--- config.mk ---
export PLATFORM = sky130hd
export DESIGN_NAME = serial_sub
export DESIGN_NICKNAME = d
export VERILOG_FILES = /design/src/rtl/serial_sub.sv
export SDC_FILE = /design/constraint.sdc
export NUM_CORES = 1
export LEC_CHECK = 0
export CORE_ASPECT_RATIO = 1.1
export CORE_MARGIN = 10
export CORE_UTILIZATION = 51
export DETAILED_ROUTE_END_ITERATION = 8
export PLACE_DENSITY = 0.78
export SLEW_MARGIN = 20
export SYNTH_ARGS = -nofsm -noshare
export SYNTH_HDL_FRONTEND = slang
export SYNTH_SLANG_ARGS = --single-unit
--- constraint.sdc ---
create_clock -name clk -period 1.9 [get_ports clk]
set_clock_uncertainty 0.15 [all_clocks]
set_input_delay 0.38 -clock clk [delete_from_list [all_inputs] [get_ports clk]]
set_output_delay 0.38 -clock clk [all_outputs]
set_load 0.005 [all_outputs]
--- src/rtl/serial_sub.sv ---
// Bit-serial subtractor: diff = a - b - borrow_in, one bit per clock, LSB first.
// A single full-subtractor cell and a borrow flop, with a start/busy/done handshake.
module serial_sub #(
  parameter int unsigned WIDTH = 8
) (
  input  logic             clk,
  input  logic             rst_n,
  input  logic             start,
  input  logic [WIDTH-1:0] a,
  input  logic [WIDTH-1:0] b,
  input  logic             borrow_in,
  output logic             busy,
  output logic             done,
  output logic [WIDTH-1:0] diff,
  output logic             borrow_out,
  output logic             overflow
);

  localparam int unsigned CW = $clog2(WIDTH);

  typedef enum logic [1:0] {IDLE, RUN, DONE} state_t;

  state_t           state, state_nxt;
  logic [WIDTH-1:0] sa, sb, res;
  logic             bflop, amsb, bmsb;
  logic [CW-1:0]    cnt;
  logic             ai, bi, d, bout, last, accept;

  // Full-subtractor cell on the current LSBs, plus last-bit and accept decode
  always_comb begin
    ai     = sa[0];
    bi     = sb[0];
    d      = ai ^ bi ^ bflop;
    bout   = (~ai & bi) | (~(ai ^ bi) & bflop);
    last   = (cnt == CW'(WIDTH - 1));
    accept = start && (state != RUN);
  end

  // State register
  always_ff @(posedge clk or negedge rst_n) begin
    if (!rst_n) state <= IDLE;
    else        state <= state_nxt;
  end

  // Next-state logic and handshake outputs decoded from state
  always_comb begin
    state_nxt = state;
    busy      = 1'b0;
    done      = 1'b0;
    case (state)
      IDLE: begin
        if (start) state_nxt = RUN;
      end
      RUN: begin
        busy = 1'b1;
        if (last) state_nxt = DONE;
      end
      DONE: begin
        done      = 1'b1;
        state_nxt = start ? RUN : IDLE;
      end
      default: state_nxt = IDLE;
    endcase
  end

  // Operand shifting, borrow chain, bit counter and result capture
  always_ff @(posedge clk or negedge rst_n) begin
    if (!rst_n) begin
      sa         <= '0;
      sb         <= '0;
      res        <= '0;
      bflop      <= 1'b0;
      amsb       <= 1'b0;
      bmsb       <= 1'b0;
      cnt        <= '0;
      diff       <= '0;
      borrow_out <= 1'b0;
      overflow   <= 1'b0;
    end else if (accept) begin
      sa    <= a;
      sb    <= b;
      res   <= '0;
      bflop <= borrow_in;
      amsb  <= a[WIDTH-1];
      bmsb  <= b[WIDTH-1];
      cnt   <= '0;
    end else if (state == RUN) begin
      sa    <= {1'b0, sa[WIDTH-1:1]};
      sb    <= {1'b0, sb[WIDTH-1:1]};
      res   <= {d, res[WIDTH-1:1]};
      bflop <= bout;
      if (last) begin
        diff       <= {d, res[WIDTH-1:1]};
        borrow_out <= bout;
        overflow   <= (amsb ^ bmsb) & (d ^ amsb);
      end else begin
        cnt <= cnt + CW'(1);
      end
    end
  end

endmodule

After elaboration in Yosys (flattened, before gate mapping). Cells that the tools add are included.

Register bits: 42. Output and inout port bits: 12. Word-level logic and storage cells: 53.

Add/subtract/negate cells: 1. Eq/ne operators: 7. Mux-type cells: 17. Bitwise logic cells: 11. Reduce and logical (&&, ||, !) cells: 6.

Operators by type and width (number): 2-to-1 mux 8 bit (6); 2-to-1 mux 3 bit (3); one-hot mux 2 bit (3 select lines) (1); 2-to-1 mux 1 bit (5); 2-to-1 mux 2 bit (2); inequality test 2 x 1 -> 1 bit (second input constant) (2); inequality test 2 bit (second input constant) (2); AND reduction 2 bit (2); XOR 1 bit (4); adder 3 x 1 -> 3 bit (second input constant) (1); bitwise AND 1 bit (3); == test 3 bit (second input constant) (1); NOT 1 bit (3); AND reduction 3 bit (1); == test 2 x 1 -> 1 bit (second input constant) (1); == test 2 bit (second input constant) (1); logical NOT 2 bit (1); nonzero test 2 bit (1); logical AND 1 bit (1); bitwise OR 1 bit (1).

Depth between registers and ports, before layout. Gate-level depths: netlist of the first run.

Depth after elaboration: 6. Gate-level depth with buffers: 6. Depth with buffers taken out: 5.

Least setup slack after synthesis of the first run. Ideal clock, no wire load.

Path type: register to register. Start point: register cnt[0]. End point: register diff[3]. Setup time: 0.125 ns. Data arrival time: 1.407 ns. Required time: 1.625 ns. Slack: 0.219 ns. Cell stages (with the launch flop): 6. Path buffers: 1. Path through: dfrtp_1 > ha_1 > ha_1 > nand3b_4 > buf_2 > mux2_2.

Cells in the longest elaborated chain, start to end: 2.

Ends and longest elaborated chain: from (decl) (RTL line 26) `logic [CW-1:0] cnt;`; from (signal assigned) (RTL line 97) `cnt <= cnt + CW'(1);`; == test 3 bit (RTL line 35) `last = (cnt == CW'(WIDTH - 1));`; AND reduction 3 bit (no source line); to (signal assigned) (RTL line 93) `diff <= {d, res[WIDTH-1:1]};`; to (decl) (RTL line 14) `output logic [WIDTH-1:0] diff,`.

Every way passes these cells. A chain may end at the register's enable or synchronous reset.

Worst setup path in the final report of the first run.
Start point: register state[1]. End point: output port done.

Cells in the longest elaborated chain, start to end: 2.

Ends and longest elaborated chain: from (decl) (RTL line 23) `state_t state, state_nxt;`; from (signal assigned) (RTL line 42) `else state <= state_nxt;`; == test 2 bit (RTL line 50) `case (state)`; 2-to-1 mux 1 bit (RTL line 50); to (decl) (RTL line 13) `output logic done,`.

Every way passes these cells.

==> run_results.csv, run 1 <==
group,metric,value,unit
outcome,outcome,"finished clean",
route,routedWlPerCell,14.7,um
yosys,ys_seq_elements,41,
power,intPower,2230,uW
yosys,synth_compound_area_share,9.21,%
setup_path,crit_path_end_kind,"output port",
placement,pre_cts_ws,0.0681,ns
floorplan,num_rows,22,
placement,place.gp.congestion,0.761,
floorplan,chipWidth,76.3,um
placement,portBuffers,31,
setup_path,crit_required,1.37,ns
power,switching_share,32.8,%
finish,fillers,285,
yosys,synth_top_family_by_area,"multiplexers",
grt,grt_start_max_net_pins,46,
yosys,synth.area.top_cells,"dfrtp_1 58%, mux2i_1 9.0%, mux2_2 7.0%, nand2_1 6.8%, o21ai_0 6.5%",
power,p_switching,1080,uW
floorplan,design.core.area,3360,um2
route,drc,0,
finish,final_common_cell,"dfrtp_1",
finish,drive_gt1_share,16.1,%
power,power_frac_comb,37.6,%
setup_path,critPathSlowestCell,"dfrtp_1",
placement,placed_area,2150,um2
route,drtIter0Drc,53,
setup_path,critPathMaxFanout,3,
run,cap_viol_max_count,0,
yosys,synth_cell_type_count,21,
yosys,synth_top_area_share,57.7,%
setup_path,start_kind,"flip-flop",
yosys,synth_mux_area_share,16.0,%
grt,grt_pass1_vias,1372,
finish,syn_to_final_growth,27.1,%
timing,setup_tns,0,ns
grt,grt_pass1_wl,6310,um
timing,final_hold_viol_count,0,
placement,hpwl,2630,um
clock_tree,cts-root-buf,"clkbuf_4",
floorplan,ios,32,
finish,final_util,67.4,%
yosys,yosysSeqAreaShare,57.7,%
yosys,yosys.area_share.adder,3.23,%
power,ir_drop,0.000752,V
yosys,synth_nets,178,
timing,maxSlewViolCount,0,
finish,fin_area,2260,um2
route,vias,1199,
clock_tree,cts_tree,"done",
route,wl,3540,um
timing,relSlewSlack,68.2,%
clock_tree,cts.clk_slew.worst_paths,0.11,ns
route,dr.pass1.iters,4,
timing,finalSetupViolCount,0,
timing,rsz0062_at_grt,"false",
clock_tree,cts_made_buffers,5,
timing,setup_ws,0.107,ns
yosys,synth_xor_area_share,0,%
yosys,yosysWarnings,0,
setup_path,crit_family,"buffers and inverters",
floorplan,start_util,53.0,%
yosys,yosysTopAreaCell,"dfrtp_1",
yosys,synth_cells,154,
worst_hold_path,hold_class,"reg2reg",
timing,period_minus_slack,1.79,ns
route,vias_per_cell,4.98,
clock_tree,insertion_delay,0.34,ns
setup_path,arrival,1.26,ns
yosys,syn_avg_cell_area,11.6,um2
grt,grtUsageTotal,12.3,%
yosys,synthSimpleGateAreaFrac,10.9,%
setup_path,slowest_delay,0.40,ns
grt,grt_overflow,0,
grt,antenna_found_initial,0,
timing,max_freq,558,MHz
floorplan,die_h,81.9,um
clock_tree,h-tree-depth,2,
timing,fin_crit_sh,94.4,%
floorplan,die_area,6250,um2
finish,final_cell_mix,"40 x dfrtp_1, 32 x nand2_1, 28 x clkdlybuf4s50_1",
yosys,synth_area,1780,um2
setup_path,path_class,"reg2out",
power,clkPwrFrac,17.4,%
route,antenna_left,0,
power,seqPwrFrac,45.0,%
setup_path,crit_chain,"buf_4 -> nor2b_1 -> dlygate4sd2_1",
setup_path,path_buf_inv,2,
timing,worst_pin_slew,0.477,ns
clock_tree,cts.sinks,41,
clock_tree,clockBufferDepth,2,
power,p_leak,0.00107,uW
power,p_per_area,1460,nW/um2
finish,nNetsFinal,216,
finish,diodes,0,
[power groups by stage]
stage / combinational (uW) / clock (uW) / sequential [uW]
floorplan: 779 / 0 / 1460
detailed placement: 1250 / 0 / 1510
global placement: 1170 / 0 / 1490
finish: 1240 / 576 / 1490
CTS: 1270 / 599 / 1490
global route: 1420 / 636 / 1550
[metrics by stage]
stage | total power, uW | hold slack [ns] | std cells
2_1_floorplan | 2240 | -0.0656 | 154
3_5_place_dp | 2750 | 0.217 | 230
3_3_place_gp | 2660 | 0.207 | 230
6_report | 3310 | 0.344 | 241
5_1_grt | 3600 | 0.390 | 241
4_1_cts | 3360 | 0.352 | 241
[tightest hold or removal path, delay by kind of cell (launching register included)]
| kind | cells | cell delay [ns] |
|---|---|---|
| compound gates | 1 | 0.06 |
| flops | 1 | 0.36 |
| simple gates | 1 | 0.04 |
[final cells by class]
class	instances	area, um2	share of cell area, %
Inverter	5	18.8	0.830
Timing Repair Buffer	38	367	16.2
Clock inverter	1	30.0	1.33
Multi-Input combinational cell	101	704	31.1
Clock buffer	7	55.1	2.43
Sequential cell	41	1030	45.4
Tap cell	48	60.1	2.65
[metal layers]
| layer | part of all wire, % | vias to the layer above | track usage, % |
|---|---|---|---|
| met4 | 1.0 | 0 | 3.90 |
| met1 | 42 | 574 | 13.4 |
| met3 | 4.1 | 5 | 3.71 |
| li1 | - | 598 | - |
| met5 | 0 | - | 0 |
| met2 | 53 | 22 | 22.9 |
[logic make-up (layout without fill, tap and decap cells)]
group           after synthesis  count (layout)
fa+ha+maj                     4               4
flops                        41              41
simple gates                 40              40
buf+inv                      12              51
mux                          27              27
compound gates               30              30
[Yosys cell counts]
master and n:
clkbuf_2 1, and3b_1 1, a21oi_1 3, mux2_2 11
nor2b_1 1, nor2_1 3, a22o_1 2, inv_1 4
nand3b_4 1, nor3b_4 1, mux2i_1 16, o211a_1 1
nand2_1 32, fa_1 1, dfrtp_1 41, ha_1 3
nand2b_2 1, buf_2 6, o22ai_1 1, inv_2 1
o21ai_0 23
[flip-flops by register name (all words and copies together) (netlist names), 2 cells and up]
signal,cells
sb,8
diff,8
state,2
sa,8
cnt,3
res,7
[final timing paths]
path / from / endpoint / slack [ns] / cells past startpoint
worst max-delay path: state[1] / done / 0.11 / 3
worst min-delay path: sa[5] / sa[4] / 0.34 / 2
worst max register to register: cnt[0] / cnt[0] / 0.15 / 5
worst min register to register: sa[5] / sa[4] / 0.34 / 2
max in group asynchronous: rst_n / sb[4] / 0.75 / 3
min in group asynchronous: rst_n / state[1] / 0.36 / 2
[timing repair]
item	4_1_cts	5_1_grt
hold endpoints to repair	19	0
setup endpoints to repair	2	1
setup buffers	2	0
gates cloned	0	0
gates resized for setup	4	2
hold buffers	1	0
Power figures use the tool's default switching activity.
==> inputs of run 2 (changes only) <==
Settings changed: CAP_MARGIN set to 20.
==> results of run 2 <==
Final layout, timing and power as in run 1 (identical DEF).
==> inputs of run 3 (changes only) <==
Settings changed: CAP_MARGIN 20 to 10.
==> results of run 3 <==
Final layout, timing and power as in run 1 (identical DEF).
